**src/rtl/game_aux_io_if.sv**
```systemverilog
// Pin bundle for the rock-paper-scissors auxiliary I/O block.
// It carries the key inputs and pulses, the display-scan clock, the melody enable and the speaker output.
interface game_aux_io_if #(
   parameter int N_KEYS = 8
);
   logic [N_KEYS-1:0] key_i;
   logic [N_KEYS-1:0] key_o;
   logic              clk_div;
   logic              beep_en;
   logic              speaker;

   // Game top level side: it drives the raw keys and the melody enable.
   modport master (
      output key_i,
      output beep_en,
      input  key_o,
      input  clk_div,
      input  speaker
   );

   // Auxiliary block side.
   modport slave (
      input  key_i,
      input  beep_en,
      output key_o,
      output clk_div,
      output speaker
   );
endinterface

```
**src/rtl/game_aux_io.sv**
```systemverilog
// Auxiliary I/O for the rock-paper-scissors game.
// It contains a display-scan clock divider, a bank of key debouncers that emit press pulses,
// and a looping eight-note melody generator for the speaker.
// The whole block runs on one system clock. clk_div is only a registered output.
module game_aux_io #(
   parameter int DIV_NUM     = 1000,
   parameter int N_KEYS      = 8,
   parameter int DB_CYCLES   = 20000,
   parameter int NOTE_CYCLES = 250000,
   parameter int TONE_SHIFT  = 0
) (
   input  logic          clk,
   input  logic          rst,
   game_aux_io_if.slave  io
);

   localparam int DIV_HALF = DIV_NUM / 2;
   localparam int DIV_W    = (DIV_HALF > 1) ? $clog2(DIV_HALF) : 1;
   localparam int DB_W     = $clog2(DB_CYCLES);
   localparam int NOTE_W   = $clog2(NOTE_CYCLES);

   localparam logic [DIV_W-1:0]  DIV_LAST  = DIV_W'(DIV_HALF - 1);
   localparam logic [DB_W-1:0]   DB_LAST   = DB_W'(DB_CYCLES - 1);
   localparam logic [NOTE_W-1:0] NOTE_LAST = NOTE_W'(NOTE_CYCLES - 1);

   // Half-period table at 1 MHz, scaled by TONE_SHIFT and never allowed to reach zero.
   function automatic logic [10:0] tone_half(input logic [2:0] idx);
      logic [10:0] base;
      logic [10:0] shifted;
      case (idx)
         3'd0:    base = 11'd1911;  // C4
         3'd1:    base = 11'd1703;  // D4
         3'd2:    base = 11'd1517;  // E4
         3'd3:    base = 11'd1432;  // F4
         3'd4:    base = 11'd1276;  // G4
         3'd5:    base = 11'd1136;  // A4
         3'd6:    base = 11'd1012;  // B4
         3'd7:    base = 11'd956;   // C5
         default: base = 11'd1911;
      endcase
      shifted = base >> TONE_SHIFT;
      if (shifted == 11'd0) begin
         return 11'd1;
      end else begin
         return shifted;
      end
   endfunction

   logic [DIV_W-1:0]  div_cnt_r;
   logic              clk_div_r;
   logic [N_KEYS-1:0] sync1_r;
   logic [N_KEYS-1:0] sync2_r;
   logic [N_KEYS-1:0] deb_r;
   logic [DB_W-1:0]   db_cnt_r [N_KEYS];
   logic [N_KEYS-1:0] key_o_r;
   logic [NOTE_W-1:0] dur_cnt_r;
   logic [10:0]       tone_cnt_r;
   logic [2:0]        note_idx_r;
   logic              speaker_r;
   logic [10:0]       half_s;

   // Display-scan divider: the output toggles every DIV_NUM/2 clocks.
   always_ff @(posedge clk or negedge rst) begin
      if (!rst) begin
         div_cnt_r <= '0;
         clk_div_r <= 1'b0;
      end else if (div_cnt_r == DIV_LAST) begin
         div_cnt_r <= '0;
         clk_div_r <= ~clk_div_r;
      end else begin
         div_cnt_r <= div_cnt_r + DIV_W'(1);
      end
   end

   // Key debouncers: synchronize each key, accept a level change after DB_CYCLES stable clocks,
   // and pulse only on an accepted press.
   always_ff @(posedge clk or negedge rst) begin
      if (!rst) begin
         sync1_r <= '0;
         sync2_r <= '0;
         deb_r   <= '0;
         key_o_r <= '0;
         for (int i = 0; i < N_KEYS; i++) begin
            db_cnt_r[i] <= '0;
         end
      end else begin
         sync1_r <= io.key_i;
         sync2_r <= sync1_r;
         for (int i = 0; i < N_KEYS; i++) begin
            key_o_r[i] <= sync2_r[i] & ~deb_r[i] & (db_cnt_r[i] == DB_LAST);
            if (sync2_r[i] == deb_r[i]) begin
               db_cnt_r[i] <= '0;
            end else if (db_cnt_r[i] == DB_LAST) begin
               deb_r[i]    <= sync2_r[i];
               db_cnt_r[i] <= '0;
            end else begin
               db_cnt_r[i] <= db_cnt_r[i] + DB_W'(1);
            end
         end
      end
   end

   // Effective half-period of the note that is currently playing.
   always_comb begin
      half_s = tone_half(note_idx_r);
   end

   // Melody sequencer: it steps through the notes every NOTE_CYCLES and squares the speaker at each note's half-period.
   always_ff @(posedge clk or negedge rst) begin
      if (!rst) begin
         dur_cnt_r  <= '0;
         tone_cnt_r <= 11'd0;
         note_idx_r <= 3'd0;
         speaker_r  <= 1'b0;
      end else if (!io.beep_en) begin
         dur_cnt_r  <= '0;
         tone_cnt_r <= 11'd0;
         note_idx_r <= 3'd0;
         speaker_r  <= 1'b0;
      end else if (dur_cnt_r == NOTE_LAST) begin
         dur_cnt_r  <= '0;
         tone_cnt_r <= 11'd0;
         note_idx_r <= note_idx_r + 3'd1;
         speaker_r  <= 1'b0;
      end else begin
         dur_cnt_r <= dur_cnt_r + NOTE_W'(1);
         if (tone_cnt_r == (half_s - 11'd1)) begin
            tone_cnt_r <= 11'd0;
            speaker_r  <= ~speaker_r;
         end else begin
            tone_cnt_r <= tone_cnt_r + 11'd1;
         end
      end
   end

   assign io.key_o   = key_o_r;
   assign io.clk_div = clk_div_r;
   assign io.speaker = speaker_r;

endmodule

```
**src/flat_wrapper.sv**
```systemverilog
// flat-port wrapper written by rule: the top's interface ports become plain ports
module game_aux_io_flat 
#(
   parameter int DIV_NUM     = 1000,
   parameter int N_KEYS      = 8,
   parameter int DB_CYCLES   = 20000,
   parameter int NOTE_CYCLES = 250000,
   parameter int TONE_SHIFT  = 0
)
  (clk, rst, io_key_i, io_beep_en, io_key_o, io_clk_div, io_speaker);
  game_aux_io_if #(.N_KEYS(N_KEYS)) io_i ();
  input  logic clk;
  input  logic rst;
  input wire logic [$bits(io_i.key_i)-1:0] io_key_i;
  input wire logic [$bits(io_i.beep_en)-1:0] io_beep_en;
  output wire logic [$bits(io_i.key_o)-1:0] io_key_o;
  output wire logic [$bits(io_i.clk_div)-1:0] io_clk_div;
  output wire logic [$bits(io_i.speaker)-1:0] io_speaker;
  assign io_i.key_i = io_key_i;
  assign io_i.beep_en = io_beep_en;
  assign io_key_o = io_i.key_o;
  assign io_clk_div = io_i.clk_div;
  assign io_speaker = io_i.speaker;
  game_aux_io #(.DIV_NUM(DIV_NUM), .N_KEYS(N_KEYS), .DB_CYCLES(DB_CYCLES), .NOTE_CYCLES(NOTE_CYCLES), .TONE_SHIFT(TONE_SHIFT)) u_core (.clk(clk), .rst(rst), .io(io_i));
endmodule
```
**config.mk**
```make
export PLATFORM = sky130hd
export DESIGN_NAME = game_aux_io_flat
export DESIGN_NICKNAME = d
export VERILOG_FILES = /design/src/rtl/game_aux_io_if.sv /design/src/rtl/game_aux_io.sv /design/src/flat_wrapper.sv
export SDC_FILE = /design/constraint.sdc
export NUM_CORES = 1
export LEC_CHECK = 0
export CAP_MARGIN = 10
export CORE_MARGIN = 1
export CORE_UTILIZATION = 40
export DETAILED_ROUTE_END_ITERATION = 8
export PLACE_DENSITY = 0.6
export SLEW_MARGIN = 20
export SYNTH_ARGS = -nofsm -noshare
export SYNTH_HDL_FRONTEND = slang
export SYNTH_SLANG_ARGS = --single-unit
export TNS_END_PERCENT = 10
```
**constraint.sdc**
```tcl
create_clock -name clk -period 4.1 [get_ports clk]
set_clock_uncertainty 0.05 [all_clocks]
set_input_delay 0.615 -clock clk [delete_from_list [all_inputs] [get_ports clk]]
set_output_delay 0.615 -clock clk [all_outputs]
set_load 0.02 [all_outputs]
```
==> reports/results.md <==
- Critical Path Source: u_core.note_idx_r[1]
- total number of H-tree levels: 4
- Ant. Diodes: 0
- pwr/cell area: 361 nW/um2
- DRT iter0 DRCs: 316
- capture instance of the worst register-to-register path: u_core.tone_cnt_r[2]
- total of warnings raised by yosys: 0
- net switching fraction of the power: 22.4%
- count of pins over their slew limit: 0
- Yosys top cell by area: dfrtp_1
- setup slack on the worst flop-to-flop path: 0.45 ns
- drt total wl: 15600 um
- global-route wire length before repair: 27800 um
- maximum buffer depth of the clock tree: 2
- fraction of layout cells with a size suffix above 1: 6.04%
- net switching power: 0.839 mW
- maximum vdd drop: 0.000246 V
- cell with the most instances after synthesis: dfrtp_1
- number of nets at the end of the flow: 986
- drc violations: 0
- shortest period the worst path allows: 3.65 ns
- ratio of final minimum period to clock period: 89.1%
- fraction of registers with async set or reset after synthesis: 100%
- crit path capture type: register
- router iterations before antenna repair: 4
- clock latency reported for the late side of the worst-skew pair: 0.43 ns
- sequential share of the synthesized area: 52.4%
- Post-DP Area: 9820 um2
- gpl congestion: 0.842
- Combinational Power Share: 3.5%
- CTS Hold Bufs: 0
- flip-flop and latch count after synthesis: 195
- total CTS buffers: 17
- count of cells resized by post-cts repair: 0
- top-area cell type share of the netlist area: 52.4%
- Congestion Overflow GR: 0
- maximum number of pins on one net before global-route repair: 116
- synthesized net count: 963
- count of input and output buffers: 20
- library cells used by synthesis: 53
- startpoint kind of the worst setup timing path: register
- actual slew at the worst max-slew pin: 0.931 ns
- share of power burned in registers: 52.8%
- max-cap violations: 0
- initial core utilization: 41.0%
- number of top-level design ports: 21
- tightest slew margin relative to the limit: 37.9%
- internal power component: 2.92 mW
- Post-Synthesis Cells: 925
- number of failing setup endpoints in the final timing report: 0
- most frequent cells after synthesis: dfrtp_1, nor2_1, xor2_1
- vias in the first global route: 5968
- final-layout setup total negative slack: 0 ns
- area of the core region: 22700 um2
- EDFF count, synth: 0
- buffer cell driving the clock tree root: clkbuf_16
- number of sinks on the clock net: 195
- signed area change from the synthesized netlist to the final layout: 11.7%
- number of antenna violations at the first check in global routing: 0
- syn_area_per_cell: 10.1 um2
- placed wire-length estimate: 10300 um
- final number of hold-violating endpoints: 0
- largest cells by area after synthesis: dfrtp_1, xor2_1, nor2_1
- Critical Path AT: 3.88 ns
- required time of the critical path: 4.32 ns
- hold crit path type: in -> async
- R2R Path Start: u_core.note_idx_r[1]
- reported leakage power: 4.53 nW
- buffers inserted during post-CTS setup optimization: 0
- number of rows created at floorplan: 55
- R2R depth: 13
- run status: complete, no violations
- remaining antenna violation count: 0
- Die Height: 155 um
- total global routing track utilization: 14.2%
- horizontal die dimension: 155 um
- routed via count: 6250
- CP endpoint: u_core.tone_cnt_r[2]
- finished layout cell area: 10400 um2
- part of the power in the clock network: 43.7%
- clock transition at the register clock pins on the worst setup and hold paths after CTS: 0.07 ns
- critical path peak fanout: 12
- post-detailed-route wirelength per cell: 12.5 um
- Peak Freq: 274 MHz
- top flip-flop cell by instance count after synthesis: dfrtp_1
- classification of the worst setup path: reg -> reg
- die area: 23900 um2
- area of the mapped netlist: 9300 um2
- vias per inst: 5.02
- RSZ-0062 raised after global routing: no
- clock tree from TritonCTS: yes
-- layer usage --
layer	track usage [%]	vias up	wire length, um
met3	2.49	19	318
met5	0	-	0
met4	5.14	0	236
met1	19.8	3034	8000
met2	22.1	60	7050
li1	-	3137	-
-- power groups by stage --
stage	logic [mW]	clock network (mW)	registers [mW]
after floorplan	0.0702	0	2.01
after global placement	0.135	0	2.02
after detailed placement	0.137	0	2.02
after CTS	0.138	1.70	1.98
after global routing	0.155	1.77	1.99
final	0.130	1.64	1.98
-- per-stage QoR --
step | utilization [%] | power (mW) | worst slack, ns | hold WS [ns] | cells
CTS | 45.8 | 3.82 | 0.496 | 0.303 | 1245
finish | 45.8 | 3.75 | 0.445 | 0.262 | 1245
floorplan | - | 2.08 | 0.743 | 0.269 | 925
global route | 45.8 | 3.91 | 0.205 | 0.306 | 1245
detailed placement | 43.2 | 2.16 | 0.532 | 0.287 | 1214
global placement | 43.2 | 2.15 | 0.664 | 0.283 | 1214
-- how the worst min path moves through the flow --
stage,start,end,slack (ns),depth (start not counted)
5_1_grt,u_core.sync1_r[3],u_core.sync2_r[3],0.31,0
3_5_place_dp,u_core.sync1_r[3],u_core.sync2_r[3],0.29,0
6_report,rst,u_core.io.speaker,0.26,1
4_1_cts,u_core.sync1_r[3],u_core.sync2_r[3],0.30,0
3_3_place_gp,u_core.sync1_r[2],u_core.sync2_r[2],0.28,0
2_1_floorplan,rst,u_core.db_cnt_r[0],0.27,0
-- critical path: stages (launching register included) --
cell       delay (ns)
dfrtp_1          0.50
inv_1            0.21
ha_1             0.38
nand4_1          0.27
nor3_1           0.33
a21oi_1          0.12
ha_1             0.30
xnor2_1          0.14
a21o_2           0.20
a211oi_2         0.21
o2111ai_1        0.16
nor4_2           0.31
buf_4            0.23
nor3_1           0.08
-- cells by family (layout without fill, tap and decap cells) --
kind of cell	Yosys count	after routing	share of synthesized area (%)
xor gates and xnor gates	146	146	13.7
adders and majority gates	27	27	3.63
and+or+nand+nor	461	461	24.3
AOI/OAI and AO/OA	30	30	2.25
muxes	10	10	1.16
DFF	195	195	52.4
buffers and inverters	56	91	2.46
-- sequential cells by signal, summed over array words and instances, names as in the netlist --
signal,count
u_core.io.clk_div,1
u_core.div_cnt_r,9
u_core.note_idx_r,3
u_core.tone_cnt_r,11
u_core.sync2_r,8
u_core.db_cnt_r,120
u_core.deb_r,8
u_core.io.key_o,8
u_core.sync1_r,8
u_core.io.speaker,1
u_core.dur_cnt_r,18
-- placed cells by master, fill, tap and decap left out, types with 7 or more instances in the layout --
cell type,count
nor2_1,188
and3_1,24
nand4_1,31
nor2b_1,7
xnor2_1,55
nand3_1,63
ha_1,27
nor4_1,8
inv_1,35
clkbuf_16,17
nand2b_1,8
o21ai_0,7
xor2_1,91
clkdlybuf4s50_1,19
nor3_1,26
nand2_1,53
dfrtp_1,195
or2_2,7
and2_1,12
nor4b_1,11
-- final cells by class --
type	instances	area, um2
sequential	195	4880
multi-input combinational	674	4200
fill	2131	12300
inverter	35	131
tap	285	357
clock buffer	20	447
timing repair buffer	25	254
clock inverter	11	130
Power figures use the tool's default switching activity.
